## src/rtl/io_pkg.sv

```systemverilog
// -----------------------------------------------------------------------------
// io_pkg
// Shared constants for the CPU I/O subsystem's input path.
//   IO_PORT_WIDTH        : bits per raw switch/key bank
//   IO_DB_CYCLES_DEFAULT : default debounce length in io_clk cycles. Board
//                          builds override this to roughly 20 ms of cycles.
//   IO_DB_CNT_W          : stability counter width for the default length
//   db_cnt_w()           : counter width for any legal debounce length
// -----------------------------------------------------------------------------
package io_pkg;

  localparam int IO_PORT_WIDTH        = 10;
  localparam int IO_DB_CYCLES_DEFAULT = 4;

  // A length of 2 needs one counter bit. $clog2 already gives at least 1 for
  // every legal length; the floor only protects a misconfigured instance.
  function automatic int db_cnt_w(input int db_cycles);
    return ($clog2(db_cycles) < 1) ? 1 : $clog2(db_cycles);
  endfunction

  localparam int IO_DB_CNT_W = db_cnt_w(IO_DB_CYCLES_DEFAULT);

endpackage : io_pkg

```

## src/rtl/io_debounce_port.sv

```systemverilog
// -----------------------------------------------------------------------------
// io_debounce_port
// Debounces one asynchronous switch bank. The bank is synchronized by two
// flops, and then a whole-vector stability filter is applied. A new value is
// committed to db_out only after it has been stable for DB_CYCLES consecutive
// clocks. chg pulses for the first cycle of each newly committed value.
//   io_clk : clock
//   resetn : asynchronous active-low reset, clears every register
//   raw    : asynchronous input bank (WIDTH bits)
//   db_out : debounced, registered value
//   chg    : one-cycle pulse that is aligned with a new db_out value
// -----------------------------------------------------------------------------
module io_debounce_port
  import io_pkg::*;
#(
  parameter int WIDTH     = IO_PORT_WIDTH,
  parameter int DB_CYCLES = IO_DB_CYCLES_DEFAULT
) (
  input  logic             io_clk,
  input  logic             resetn,
  input  logic [WIDTH-1:0] raw,
  output logic [WIDTH-1:0] db_out,
  output logic             chg
);

  localparam int               CNT_W   = db_cnt_w(DB_CYCLES);
  localparam logic [CNT_W-1:0] CNT_MAX = CNT_W'(DB_CYCLES - 1);

  logic [WIDTH-1:0] sync1;
  logic [WIDTH-1:0] sync2;
  logic [WIDTH-1:0] cand;
  logic [CNT_W-1:0] cnt;

  // NOTE: all state uses non-blocking assignments. Each register therefore
  // samples the pre-edge value of its neighbour, which is what makes sync1 ->
  // sync2 a real two-stage synchronizer rather than a single flop.
  always_ff @(posedge io_clk or negedge resetn) begin
    if (!resetn) begin
      sync1  <= '0;
      sync2  <= '0;
      cand   <= '0;
      cnt    <= '0;
      db_out <= '0;
      chg    <= 1'b0;
    end else begin
      sync1 <= raw;
      sync2 <= sync1;
      if (sync2 != cand) begin
        // Any bit differing restarts the count for the whole bank.
        cand <= sync2;
        cnt  <= '0;
        chg  <= 1'b0;
      end else if (cnt != CNT_MAX) begin
        cnt <= cnt + 1'b1;
        chg <= 1'b0;
      end else begin
        // The counter saturates here. A glitch that returns to the committed
        // value arrives with cand == db_out, so there is nothing to commit and
        // no pulse is issued.
        if (db_out != cand) begin
          db_out <= cand;
          chg    <= 1'b1;
        end else begin
          chg <= 1'b0;
        end
      end
    end
  end

endmodule : io_debounce_port

```

## src/rtl/io_input_debounce.sv

```systemverilog
// -----------------------------------------------------------------------------
// io_input_debounce
// Synchronizes and debounces both raw switch banks before they reach the CPU
// input-register stage. Each bank is filtered independently.
//   io_clk    : clock shared with the input-register stage
//   resetn    : asynchronous active-low reset
//   raw_port0 : asynchronous switch bank 0
//   raw_port1 : asynchronous switch bank 1
//   in_port0  : debounced bank 0
//   in_port1  : debounced bank 1
//   chg0      : one-cycle pulse when in_port0 takes a new value
//   chg1      : one-cycle pulse when in_port1 takes a new value
// -----------------------------------------------------------------------------
module io_input_debounce
  import io_pkg::*;
#(
  parameter int WIDTH     = IO_PORT_WIDTH,
  parameter int DB_CYCLES = IO_DB_CYCLES_DEFAULT
) (
  input  logic             io_clk,
  input  logic             resetn,
  input  logic [WIDTH-1:0] raw_port0,
  input  logic [WIDTH-1:0] raw_port1,
  output logic [WIDTH-1:0] in_port0,
  output logic [WIDTH-1:0] in_port1,
  output logic             chg0,
  output logic             chg1
);

  io_debounce_port #(
    .WIDTH     (WIDTH),
    .DB_CYCLES (DB_CYCLES)
  ) u_port0 (
    .io_clk (io_clk),
    .resetn (resetn),
    .raw    (raw_port0),
    .db_out (in_port0),
    .chg    (chg0)
  );

  io_debounce_port #(
    .WIDTH     (WIDTH),
    .DB_CYCLES (DB_CYCLES)
  ) u_port1 (
    .io_clk (io_clk),
    .resetn (resetn),
    .raw    (raw_port1),
    .db_out (in_port1),
    .chg    (chg1)
  );

endmodule : io_input_debounce
```

## config.mk

```make
export PLATFORM = sky130hd
export DESIGN_NAME = io_input_debounce
export DESIGN_NICKNAME = d
export VERILOG_FILES = /design/src/rtl/io_pkg.sv /design/src/rtl/io_debounce_port.sv /design/src/rtl/io_input_debounce.sv
export SDC_FILE = /design/constraint.sdc
export NUM_CORES = 1
export LEC_CHECK = 0
export BUFFER_PORTS_ARGS = -buffer_cell sky130_fd_sc_hd__buf_2
export CAP_MARGIN = 15
export CORE_MARGIN = 2
export CORE_UTILIZATION = 60
export CTS_BUF_LIST = sky130_fd_sc_hd__clkbuf_2
export DETAILED_ROUTE_END_ITERATION = 10
export MAX_ROUTING_LAYER = met4
export PLACE_DENSITY = 0.84
export SLEW_MARGIN = 20
export SYNTH_ARGS = -nofsm -noshare
export SYNTH_HDL_FRONTEND = slang
export SYNTH_SLANG_ARGS = --single-unit
```

## constraint.sdc

```tcl
create_clock -name io_clk -period 5.1 [get_ports io_clk]
set_input_delay 0.51 -clock io_clk [delete_from_list [all_inputs] [get_ports io_clk]]
set_output_delay 0.51 -clock io_clk [all_outputs]
set_load 0.02 [all_outputs]
```

==> results.ini, run 1 <==
[min_path]
min-delay-path-class = primary input to flip-flop

[worst_setup_path]
crit_path_start_kind = flip-flop
worstPathRequired_ns = 5.57
reg2reg_setup_slack_ns = 2.97
timing.critical_path.arrival_ns = 2.60
timing.setup.critical_path_class = flip-flop to flip-flop
critical_path.max_fanout = 7
setup.worst_path.end_class = flip-flop

[synthesis]
synth_edf_count = 0
synth-seq-cells = 86
netlist.area_leader.share_pct = 69.7
synth_top_cells_by_area = sky130_fd_sc_hd__dfrtp_1 70%, sky130_fd_sc_hd__xor2_1 6.2%, sky130_fd_sc_hd__xnor2_1 5.7%, sky130_fd_sc_hd__mux2_1 4.0%, sky130_fd_sc_hd__mux2_2 3.3%
synth.top_cells.by_count = 86 x sky130_fd_sc_hd__dfrtp_1, 22 x sky130_fd_sc_hd__xor2_1, 20 x sky130_fd_sc_hd__clkbuf_1, 20 x sky130_fd_sc_hd__xnor2_1, 11 x sky130_fd_sc_hd__mux2_1
synth_area_per_cell_um2 = 15.2
postSynth.asyncResetShare_pct = 100
synth_cells = 203
synth_most_common_cell = sky130_fd_sc_hd__dfrtp_1
synth-warning-count = 0
synth_top_cell_by_area = sky130_fd_sc_hd__dfrtp_1
yosys.cell_types.count = 23
synth_nets = 227
synth_sequential_area_ratio_pct = 69.7
yosys_most_used_dff = sky130_fd_sc_hd__dfrtp_1
netlist_area_mm2 = 0.00309

[timing]
setup_viol = 0
final.period_utilization_pct = 41.7
final.setup.worst_slack_ns = 2.97
report.final.hold_viol_count = 0
max-slew-margin-rel_pct = 51.7
worst_pin_slew_ns = 0.724
hold_slack_ns = 0.0689
fin_crit_ns = 2.13
slew_viol_final = 0
timing.fmax_mhz = 470
finClkSkew_ns = 0.0226
fin_tns_setup_ns = 0
rsz0062_at_grt = false

[die]
die_height_um = 75.7
core_area_mm2 = 0.00504
initial_core_util_pct = 61.2
dieArea_mm2 = 0.00574
boundaryPins = 44
chipWidth_um = 75.7
floorplan.rows = 26

[place]
detailed_place_hpwl_um = 3010
dp_worst_setup_slack_ns = 2.96
buffer_ports.inserted = 43
place.detailed.instances = 295
dpl-instance-area_mm2 = 0.00331
routability_driven_placement_congestion_ratio = 0.782

[clocking]
post_cts.resized_instances = 0
cts.sink_count = 86
cts.root.buffer_cell = sky130_fd_sc_hd__clkbuf_2
cts.repair_timing.setup_buffer_count = 0
clock_slew_seen_by_the_registers_of_the_worst_setup_and_hold_paths_ns = 0.24
cts_tree = done
cts_buffer_depth = 2
clock_insertion_delay_worst_skew_ns = 0.55
cts_buffers = 9
h-tree-depth = 3

[job]
maxCapViolCount = 0

[drt]
number_of_remaining_drc_errors = 0
num_vias = 1591
drt_iter0_markers = 55
final_wl_um = 4450
first_pass_iters = 4
antenna_violating_nets_post_route = 0
routed_wire_length_per_instance_um = 13.4
detail_route.vias_per_cell = 4.81

[power]
ir_worst_vdd_uv = 269
leakagePower_nw = 1.77
report.power.total_mw = 1.10
power.density_cell_area_mw_per_mm2 = 303

[layout]
area_added_between_synthesis_and_finish_pct = 17.2
antenna_cells = 0
finish.net_count = 280
post_layout_nonfiller_instances = 331
utilization_pct = 71.8
post-route-cell-area_mm2 = 0.00362
layout-drive-gt1-share_pct = 28.4

[global_route]
grt_use_total_pct = 18.0
grt_overflow_total = 0
grt_first_pass_wirelength_um = 6870
initial_antenna_violation_count = 0
maximum_number_of_pins_on_one_net_before_global_route_repair = 87
number_of_global_route_vias_before_repair = 1520

[run_status]
status = finished clean

-- critical path, stage by stage, from the launching register on --
cell	delay, ns
sky130_fd_sc_hd__dfrtp_1	0.47
sky130_fd_sc_hd__xor2_1	0.18
sky130_fd_sc_hd__nor4_1	0.29
sky130_fd_sc_hd__nand4bb_1	0.40
sky130_fd_sc_hd__nor2_2	0.36
sky130_fd_sc_hd__mux2_1	0.35
-- metal layers --
metal	track usage, %	vias to the layer above	share of wire [%]
met5	-	-	0
met2	25.3	34	48
met4	5.85	0	1.5
met1	22.2	779	45
met3	9.92	12	5.5
li1	-	766	-
-- placed cells by master (no fill, tap or decap), types with 3 or more instances in the layout --
cell / n
sky130_fd_sc_hd__clkbuf_2: 9
sky130_fd_sc_hd__mux2_2: 9
sky130_fd_sc_hd__dfrtp_1: 86
sky130_fd_sc_hd__xnor2_1: 20
sky130_fd_sc_hd__buf_2: 42
sky130_fd_sc_hd__mux2_1: 11
sky130_fd_sc_hd__nor2_1: 9
sky130_fd_sc_hd__inv_6: 3
sky130_fd_sc_hd__xor2_1: 22
sky130_fd_sc_hd__dlygate4sd3_1: 20
sky130_fd_sc_hd__nand4_1: 6
-- timing repair --
| action | CTS | global route |
|---|---|---|
| hold endpoints to repair | 3 | 102 |
| endpoints found under the setup margin | 0 | 0 |
| hold buffers | 3 | 17 |
-- layout make-up --
type,count,area [µm²]
clock inverters,7,56.3
flip-flops and latches,86,2150
clock buffers,9,45.0
inverters,1,3.75
fillers,326,1420
well taps,70,87.6
multi-input cells,95,852
repair buffers,63,422
-- where the power goes --
part	switching, mW	leakage (nW)	internal (mW)
combinational	0.0315	0.637	0.0307
clock	0.236	0.0690	0.0727
sequential	0.0171	1.06	0.707
-- registers in the layout, summed over array words and instances, names as in the netlist, 10 cells and up --
| signal | count |
|---|---|
| u_port0.cand | 10 |
| u_port0.db_out | 10 |
| u_port0.sync1 | 10 |
| u_port0.sync2 | 10 |
| u_port1.cand | 10 |
| u_port1.db_out | 10 |
| u_port1.sync1 | 10 |
| u_port1.sync2 | 10 |
-- worst paths after layout --
check,from,end,cells after the start
min in group asynchronous,resetn,u_port0.sync1[4],2
worst min-delay path,raw_port1[4],u_port1.sync1[4],1
worst max register to register,u_port1.cand[9],u_port1.db_out[2],5
worst min register to register,u_port1.sync1[3],u_port1.sync2[3],0
max in group asynchronous,resetn,u_port1.cand[8],2
worst max-delay path,u_port1.cand[9],u_port1.db_out[2],5
-- logic make-up (layout without fill, tap and decap cells) --
kind of cell,count (synthesis),count (layout),share of synthesized area (%)
XOR/XNOR,42,42,11.9
flip-flops,86,86,69.7
buffers and inverters,22,80,2.71
multiplexers,22,22,7.94
AND/OR/NAND/NOR,29,29,6.93
adder cells (fa/ha/maj),2,2,0.810
No activity file was read; power rests on OpenSTA's default activity.
==> run 2, diff against run 1 <==
Settings changed: CORE_UTILIZATION 60 to 58, PLACE_DENSITY 0.84 to 0.82.
Clock period 5.1 ns to 2 ns, I/O delays scaled along.
==> run 2 against run 1 <==
Effect of this change: sequential power rose to 2.6 times the previous value; clock skew grew 0.00096 ns; largest cell class unchanged; die area grew 3.3%.
==> results.ini, run 2 (synthesis results as in run 1) <==
[timing]
worst_pin_slew_ns = 0.592  ; was 0.724 ns
timing.fmax_mhz = 558  ; was 470 MHz
final.period_utilization_pct = 89.6  ; was 41.7%
max-slew-margin-rel_pct = 60.5  ; was 51.7%
report.final.hold_viol_count = 0  ; unchanged
setup_viol = 0  ; unchanged
slew_viol_final = 0  ; unchanged
finClkSkew_ns = 0.0235  ; was 0.0226 ns
rsz0062_at_grt = false  ; unchanged
fin_crit_ns = 1.79  ; was 2.13 ns
fin_tns_setup_ns = 0  ; unchanged

[layout]
area_added_between_synthesis_and_finish_pct = 18.7  ; was 17.2%
post_layout_nonfiller_instances = 337  ; was 331
most_common_cell_after_layout_fill_and_taps_aside = sky130_fd_sc_hd__dfrtp_1  ; unchanged
fillers = 343  ; was 326
finish.net_count = 286  ; was 280
layout_common_cells = 86 x sky130_fd_sc_hd__dfrtp_1, 42 x sky130_fd_sc_hd__buf_2, 22 x sky130_fd_sc_hd__xor2_1, 21 x sky130_fd_sc_hd__dlygate4sd3_1, 20 x sky130_fd_sc_hd__xnor2_1  ; was 86 x sky130_fd_sc_hd__dfrtp_1, 42 x sky130_fd_sc_hd__buf_2, 22 x sky130_fd_sc_hd__xor2_1, 20 x sky130_fd_sc_hd__xnor2_1, 20 x sky130_fd_sc_hd__dlygate4sd3_1
antenna_cells = 0  ; unchanged
layout-drive-gt1-share_pct = 29.6  ; was 28.4%

[worst_setup_path]
timing.setup.critical_path_class = flip-flop to flip-flop  ; unchanged
crit_path_start_kind = flip-flop  ; unchanged
slowest_delay_ns = 0.48  ; was 0.47 ns
wp_buf_inv = 0  ; unchanged
worst-path-stages = 5  ; unchanged
timing.critical_path.arrival_ns = 2.24  ; was 2.60 ns
critical_path.top_delay_family = simple AND/OR/NAND/NOR gates  ; unchanged
cp_slowest_cell = sky130_fd_sc_hd__dfrtp_1  ; unchanged
setup.worst_path.end_class = flip-flop  ; unchanged
timing.reg2reg.worst_path_depth = 5  ; unchanged
worstPathRequired_ns = 2.44  ; was 5.57 ns
critical_path.max_fanout = 4  ; was 7
cp_cell_sequence = xor2_1 -> nor4_4 -> nand4_4 -> nor2_4 -> mux2_1  ; was xor2_1 -> nor4_1 -> nand4bb_1 -> nor2_2 -> mux2_1

[min_path]
min-delay-path-class = primary input to asynchronous set/reset pin  ; was primary input to flip-flop

[die]
chipWidth_um = 77.0  ; was 75.7 µm
die_height_um = 77.0  ; was 75.7 µm
boundaryPins = 44  ; unchanged
floorplan.rows = 26  ; unchanged
dieArea_mm2 = 0.00592  ; was 0.00574 mm²
core_area_mm2 = 0.00511  ; was 0.00504 mm²
initial_core_util_pct = 60.5  ; was 61.2%

[drt]
routed_wire_length_per_instance_um = 14.2  ; was 13.4 µm
drt_iter0_markers = 54  ; was 55
antenna_violating_nets_post_route = 0  ; unchanged
first_pass_iters = 4  ; unchanged
final_wl_um = 4780  ; was 4450 µm
detail_route.vias_per_cell = 4.78  ; was 4.81
num_vias = 1610  ; was 1591
number_of_remaining_drc_errors = 0  ; unchanged

[clocking]
clock_slew_seen_by_the_registers_of_the_worst_setup_and_hold_paths_ns = 0.24  ; about the same
cts_buffer_depth = 2  ; unchanged
h-tree-depth = 3  ; unchanged
cts_buffers = 9  ; unchanged
cts.sink_count = 86  ; unchanged
post_cts.resized_instances = 0  ; unchanged
cts.root.buffer_cell = sky130_fd_sc_hd__clkbuf_2  ; unchanged
cts.repair_timing.setup_buffer_count = 0  ; unchanged
clock_insertion_delay_worst_skew_ns = 0.54  ; was 0.55 ns
cts_tree = done  ; unchanged

[power]
leakagePower_nw = 1.79  ; was 1.77 nW
power.density_cell_area_mw_per_mm2 = 770  ; was 303 mW/mm²
report.power.total_mw = 2.82  ; was 1.10 mW
ir_worst_vdd_uv = 489  ; was 269 µV

[place]
buffer_ports.inserted = 43  ; unchanged
place.detailed.instances = 300  ; was 295
detailed_place_hpwl_um = 3250  ; was 3010 µm
routability_driven_placement_congestion_ratio = 0.802  ; was 0.782

[global_route]
initial_antenna_violation_count = 0  ; unchanged
number_of_global_route_vias_before_repair = 1708  ; was 1520
grt_first_pass_wirelength_um = 8240  ; was 6870 µm
maximum_number_of_pins_on_one_net_before_global_route_repair = 49  ; was 87
grt_use_total_pct = 19.5  ; was 18.0%
grt_overflow_total = 0  ; unchanged

[job]
maxCapViolCount = 0  ; unchanged

[run_status]
status = finished clean  ; unchanged

run 2: layout make-up:
type | count | area (µm²) | share of cell area (%)
flip-flops and latches | 86 | 2150 | 58.7
multi-input cells | 95 | 852 | 23.3
repair buffers | 69 | 465 | 12.7
well taps | 70 | 87.6 | 2.39
clock inverters | 6 | 53.8 | 1.47
clock buffers | 10 | 50.0 | 1.37
inverters | 1 | 3.75 | 0.102
run 2: worst register-to-register path, stage by stage (launching register included):
cell	delay (ns)
sky130_fd_sc_hd__dfrtp_1	0.48
sky130_fd_sc_hd__xor2_1	0.20
sky130_fd_sc_hd__nor4_4	0.38
sky130_fd_sc_hd__nand4_4	0.15
sky130_fd_sc_hd__nor2_4	0.16
sky130_fd_sc_hd__mux2_1	0.34
run 2: stage by stage:
step / area, µm² / hold slack [ns] / util (%) / setup WS [ns]
final: 3660 / 0.173 / 71.8 / 0.208
after global routing: 3660 / 0.123 / 71.8 / 0.0961
after CTS: 3660 / 0.132 / 71.8 / 0.193
after detailed placement: 3350 / 0.244 / 65.6 / 0.217
after global placement: 3350 / 0.235 / 65.6 / 0.239
after floorplan: 3090 / -0.0956 / - / 0.269
run 2: metal layers:
metal / global-route usage [%] / vias to the layer above / part of all wire, %
met4: 6.00 / 0 / 0.54
met3: 8.82 / 2 / 5.3
li1: - / 775 / -
met2: 27.8 / 39 / 46
met1: 25.2 / 794 / 48
met5: - / - / 0
run 2: final timing paths:
kind / to / slack [ns] / start
max in group asynchronous: u_port1.db_out[0] / 1.13 / resetn
max: u_port0.db_out[9] / 0.21 / u_port0.cand[0]
min: u_port0.sync1[1] / 0.17 / resetn
min reg2reg: u_port1.sync2[4] / 0.36 / u_port1.sync1[4]
min in group io_clk: u_port1.sync1[9] / 0.27 / raw_port1[9]
max reg2reg: u_port0.db_out[9] / 0.21 / u_port0.cand[0]
run 2: timing repair:
item,4_1_cts,5_1_grt
hold buffers,21,0
setup endpoints to repair,0,0
endpoints found under the hold margin,65,0
run 2: where the power goes:
part           leakage [nW]  internal, mW  switching, mW
sequential             1.06          1.80         0.0433
clock                0.0650         0.192          0.618
combinational         0.663        0.0828         0.0831
==> run 3, diff against run 2 <==
Settings changed: CORE_MARGIN 2 to default.
==> run 3 against run 2 <==
Effect of this change: final cell count decreased by 0.89%; flip-flop and latch count unchanged; die area decreased by 5.1%; total power is 0.62% lower; sequential share of layout area up 0.080 points.
==> results.ini, run 3 (synthesis results as in run 1) <==
[worst_setup_path]
critical_path.top_delay_family = simple AND/OR/NAND/NOR gates  ; unchanged
timing.reg2reg.worst_path_depth = 5  ; unchanged
wp_buf_inv = 0  ; unchanged
setup.worst_path.end_class = flip-flop  ; unchanged
cp_cell_sequence = xor2_1 -> nor4_1 -> nand4bb_1 -> nor2_2 -> mux2_1  ; was xor2_1 -> nor4_4 -> nand4_4 -> nor2_4 -> mux2_1
critical_path.max_fanout = 4  ; unchanged
cp_slowest_cell = sky130_fd_sc_hd__dfrtp_1  ; unchanged
worst-path-stages = 5  ; unchanged
regToRegStartpoint = u_port1.cand[9]  ; was u_port0.cand[0]
timing.critical_path.to = u_port1.db_out[3]  ; was u_port0.db_out[9]
launching_instance_or_port_of_the_critical_path = u_port1.cand[9]  ; was u_port0.cand[0]
reg_to_reg_end = u_port1.db_out[3]  ; was u_port0.db_out[9]
reg2reg_setup_slack_ns = 0.18  ; was 0.21 ns
crit_path_start_kind = flip-flop  ; unchanged
timing.critical_path.arrival_ns = 2.21  ; was 2.24 ns
worstPathRequired_ns = 2.39  ; was 2.44 ns
timing.setup.critical_path_class = flip-flop to flip-flop  ; unchanged
slowest_delay_ns = 0.45  ; was 0.48 ns

[power]
power_switching_share_pct = 22.8  ; was 26.4%
sequentialPowerShare_pct = 65.8  ; was 65.4%
switching_power_mw = 0.641  ; was 0.745 mW
power_report.internal_total_mw = 2.16  ; was 2.08 mW
ir_worst_vdd_uv = 535  ; was 489 µV
power.density_cell_area_mw_per_mm2 = 766  ; was 770 mW/mm²
power.share.clock_pct = 28.3  ; was 28.7%
comb_power_share_pct = 5.9  ; about the same
leakagePower_nw = 1.79  ; about the same
report.power.total_mw = 2.80  ; was 2.82 mW

[clocking]
cts.repair_timing.setup_buffer_count = 0  ; unchanged
cts_tree = done  ; unchanged
cts_buffer_depth = 2  ; unchanged
clock_slew_seen_by_the_registers_of_the_worst_setup_and_hold_paths_ns = 0.19  ; was 0.24 ns
cts.root.buffer_cell = sky130_fd_sc_hd__clkbuf_2  ; unchanged
cts_buffers = 9  ; unchanged
clock_insertion_delay_worst_skew_ns = 0.48  ; was 0.54 ns
h-tree-depth = 3  ; unchanged
cts.sink_count = 86  ; unchanged

[layout]
finish.net_count = 284  ; was 286
most_common_cell_after_layout_fill_and_taps_aside = sky130_fd_sc_hd__dfrtp_1  ; unchanged
layout_common_cells = 86 x sky130_fd_sc_hd__dfrtp_1, 42 x sky130_fd_sc_hd__buf_2, 22 x sky130_fd_sc_hd__xor2_1, 21 x sky130_fd_sc_hd__dlygate4sd3_1, 20 x sky130_fd_sc_hd__xnor2_1  ; unchanged
layout-drive-gt1-share_pct = 28.4  ; was 29.6%
area_added_between_synthesis_and_finish_pct = 18.5  ; was 18.7%
antenna_cells = 0  ; unchanged

[place]
buffer_ports.inserted = 43  ; unchanged
routability_driven_placement_congestion_ratio = 0.830  ; was 0.802
detailed_place_hpwl_um = 3020  ; was 3250 µm
dp_worst_setup_slack_ns = 0.207  ; was 0.217 ns

[drt]
routed_wire_length_per_instance_um = 13.5  ; was 14.2 µm
antenna_violating_nets_post_route = 0  ; unchanged
num_vias = 1585  ; was 1610
final_wl_um = 4500  ; was 4780 µm
first_pass_iters = 4  ; unchanged
detail_route.vias_per_cell = 4.75  ; was 4.78
drt_iter0_markers = 66  ; was 54
number_of_remaining_drc_errors = 0  ; unchanged

[timing]
fin_crit_ns = 1.82  ; was 1.79 ns
report.final.hold_viol_count = 0  ; unchanged
setup_viol = 0  ; unchanged
max-slew-margin-rel_pct = 68.5  ; was 60.5%
worst_pin_slew_ns = 0.468  ; was 0.592 ns
fin_tns_setup_ns = 0  ; unchanged
final.period_utilization_pct = 91.1  ; was 89.6%
slew_viol_final = 0  ; unchanged
final.setup.worst_slack_ns = 0.179  ; was 0.208 ns
rsz0062_at_grt = false  ; unchanged
timing.fmax_mhz = 549  ; was 558 MHz
hold_slack_ns = 0.171  ; was 0.173 ns
finClkSkew_ns = 0.00996  ; was 0.0235 ns

[die]
core_area_mm2 = 0.00511  ; unchanged
floorplan.rows = 26  ; unchanged
chipWidth_um = 75.0  ; was 77.0 µm
initial_core_util_pct = 60.5  ; unchanged
dieArea_mm2 = 0.00562  ; was 0.00592 mm²
die_height_um = 75.0  ; was 77.0 µm
boundaryPins = 44  ; unchanged

[global_route]
number_of_global_route_vias_before_repair = 1598  ; was 1708
maximum_number_of_pins_on_one_net_before_global_route_repair = 53  ; was 49
initial_antenna_violation_count = 0  ; unchanged
grt_use_total_pct = 18.6  ; was 19.5%
grt_overflow_total = 0  ; unchanged
grt_first_pass_wirelength_um = 7130  ; was 8240 µm

[run_status]
status = finished clean  ; unchanged

[job]
maxCapViolCount = 0  ; unchanged

[min_path]
min-delay-path-class = primary input to asynchronous set/reset pin  ; unchanged

-- run 3: changes by cell type in the layout (fill, tap and decap cells not counted), sizes merged --
cell and change:
buf -2, bufinv +1, clkinv +1, inv -3
-- run 3: through the flow --
stage                     util, %  area [µm²]  instances
after global placement       65.6        3350        298
after floorplan                 -        3090        203
final                        71.7        3660        334
after global routing         71.7        3660        334
after CTS                    71.7        3660        334
after detailed placement     65.6        3350        298
-- run 3: how the worst min path moves through the flow --
| stage | start | endpoint | slack [ns] |
|---|---|---|---|
| after floorplan | resetn | u_port0.cand[0] | -0.1 |
| after global placement | resetn | u_port1.sync2[1] | 0.17 |
| after detailed placement | resetn | u_port1.sync2[1] | 0.17 |
| after CTS | resetn | u_port1.sync2[1] | 0.15 |
| after global routing | resetn | u_port0.sync1[8] | 0.17 |
| final | resetn | u_port1.sync2[1] | 0.17 |
-- run 3: what timing repair did --
action                                 4_1_cts  5_1_grt
hold buffers                                21        0
setup endpoints to repair                    0        0
endpoints found under the hold margin       54        0
gates resized for setup                      0        0
-- run 3: cell type report --
class                           instances  area, µm²
Inverter                                1       3.75
Timing Repair Buffer                   67        463
Sequential cell                        86       2150
Tap cell                               70       87.6
Clock buffer                           10       50.0
Fill cell                             352       1450
Multi-Input combinational cell         95        852
Clock inverter                          5       51.3
-- run 3: per-layer routing --
metal | vias up | routed length (µm) | global-route usage (%) | share of wire (%)
met3 | 11 | 138 | 4.42 | 3.1
met1 | 771 | 2190 | 24.9 | 49
met2 | 32 | 2080 | 26.5 | 46
met5 | - | 0 | - | 0
li1 | 771 | - | - | -
met4 | 0 | 94 | 9.85 | 2.1
-- run 3: power groups by stage --
stage | combinational (mW) | clock [mW] | sequential (mW)
after floorplan | 0.0785 | 0 | 1.87
after global placement | 0.134 | 0 | 1.87
after detailed placement | 0.135 | 0 | 1.88
after CTS | 0.167 | 0.827 | 1.85
after global routing | 0.185 | 0.894 | 1.85
final | 0.165 | 0.795 | 1.84
-- run 3: worst register-to-register path: stages, from the launching register on --
cell and delay (ns):
sky130_fd_sc_hd__dfrtp_1 0.45, sky130_fd_sc_hd__xor2_1 0.19, sky130_fd_sc_hd__nor4_1 0.29, sky130_fd_sc_hd__nand4bb_1 0.19
sky130_fd_sc_hd__nor2_2 0.25, sky130_fd_sc_hd__mux2_1 0.36
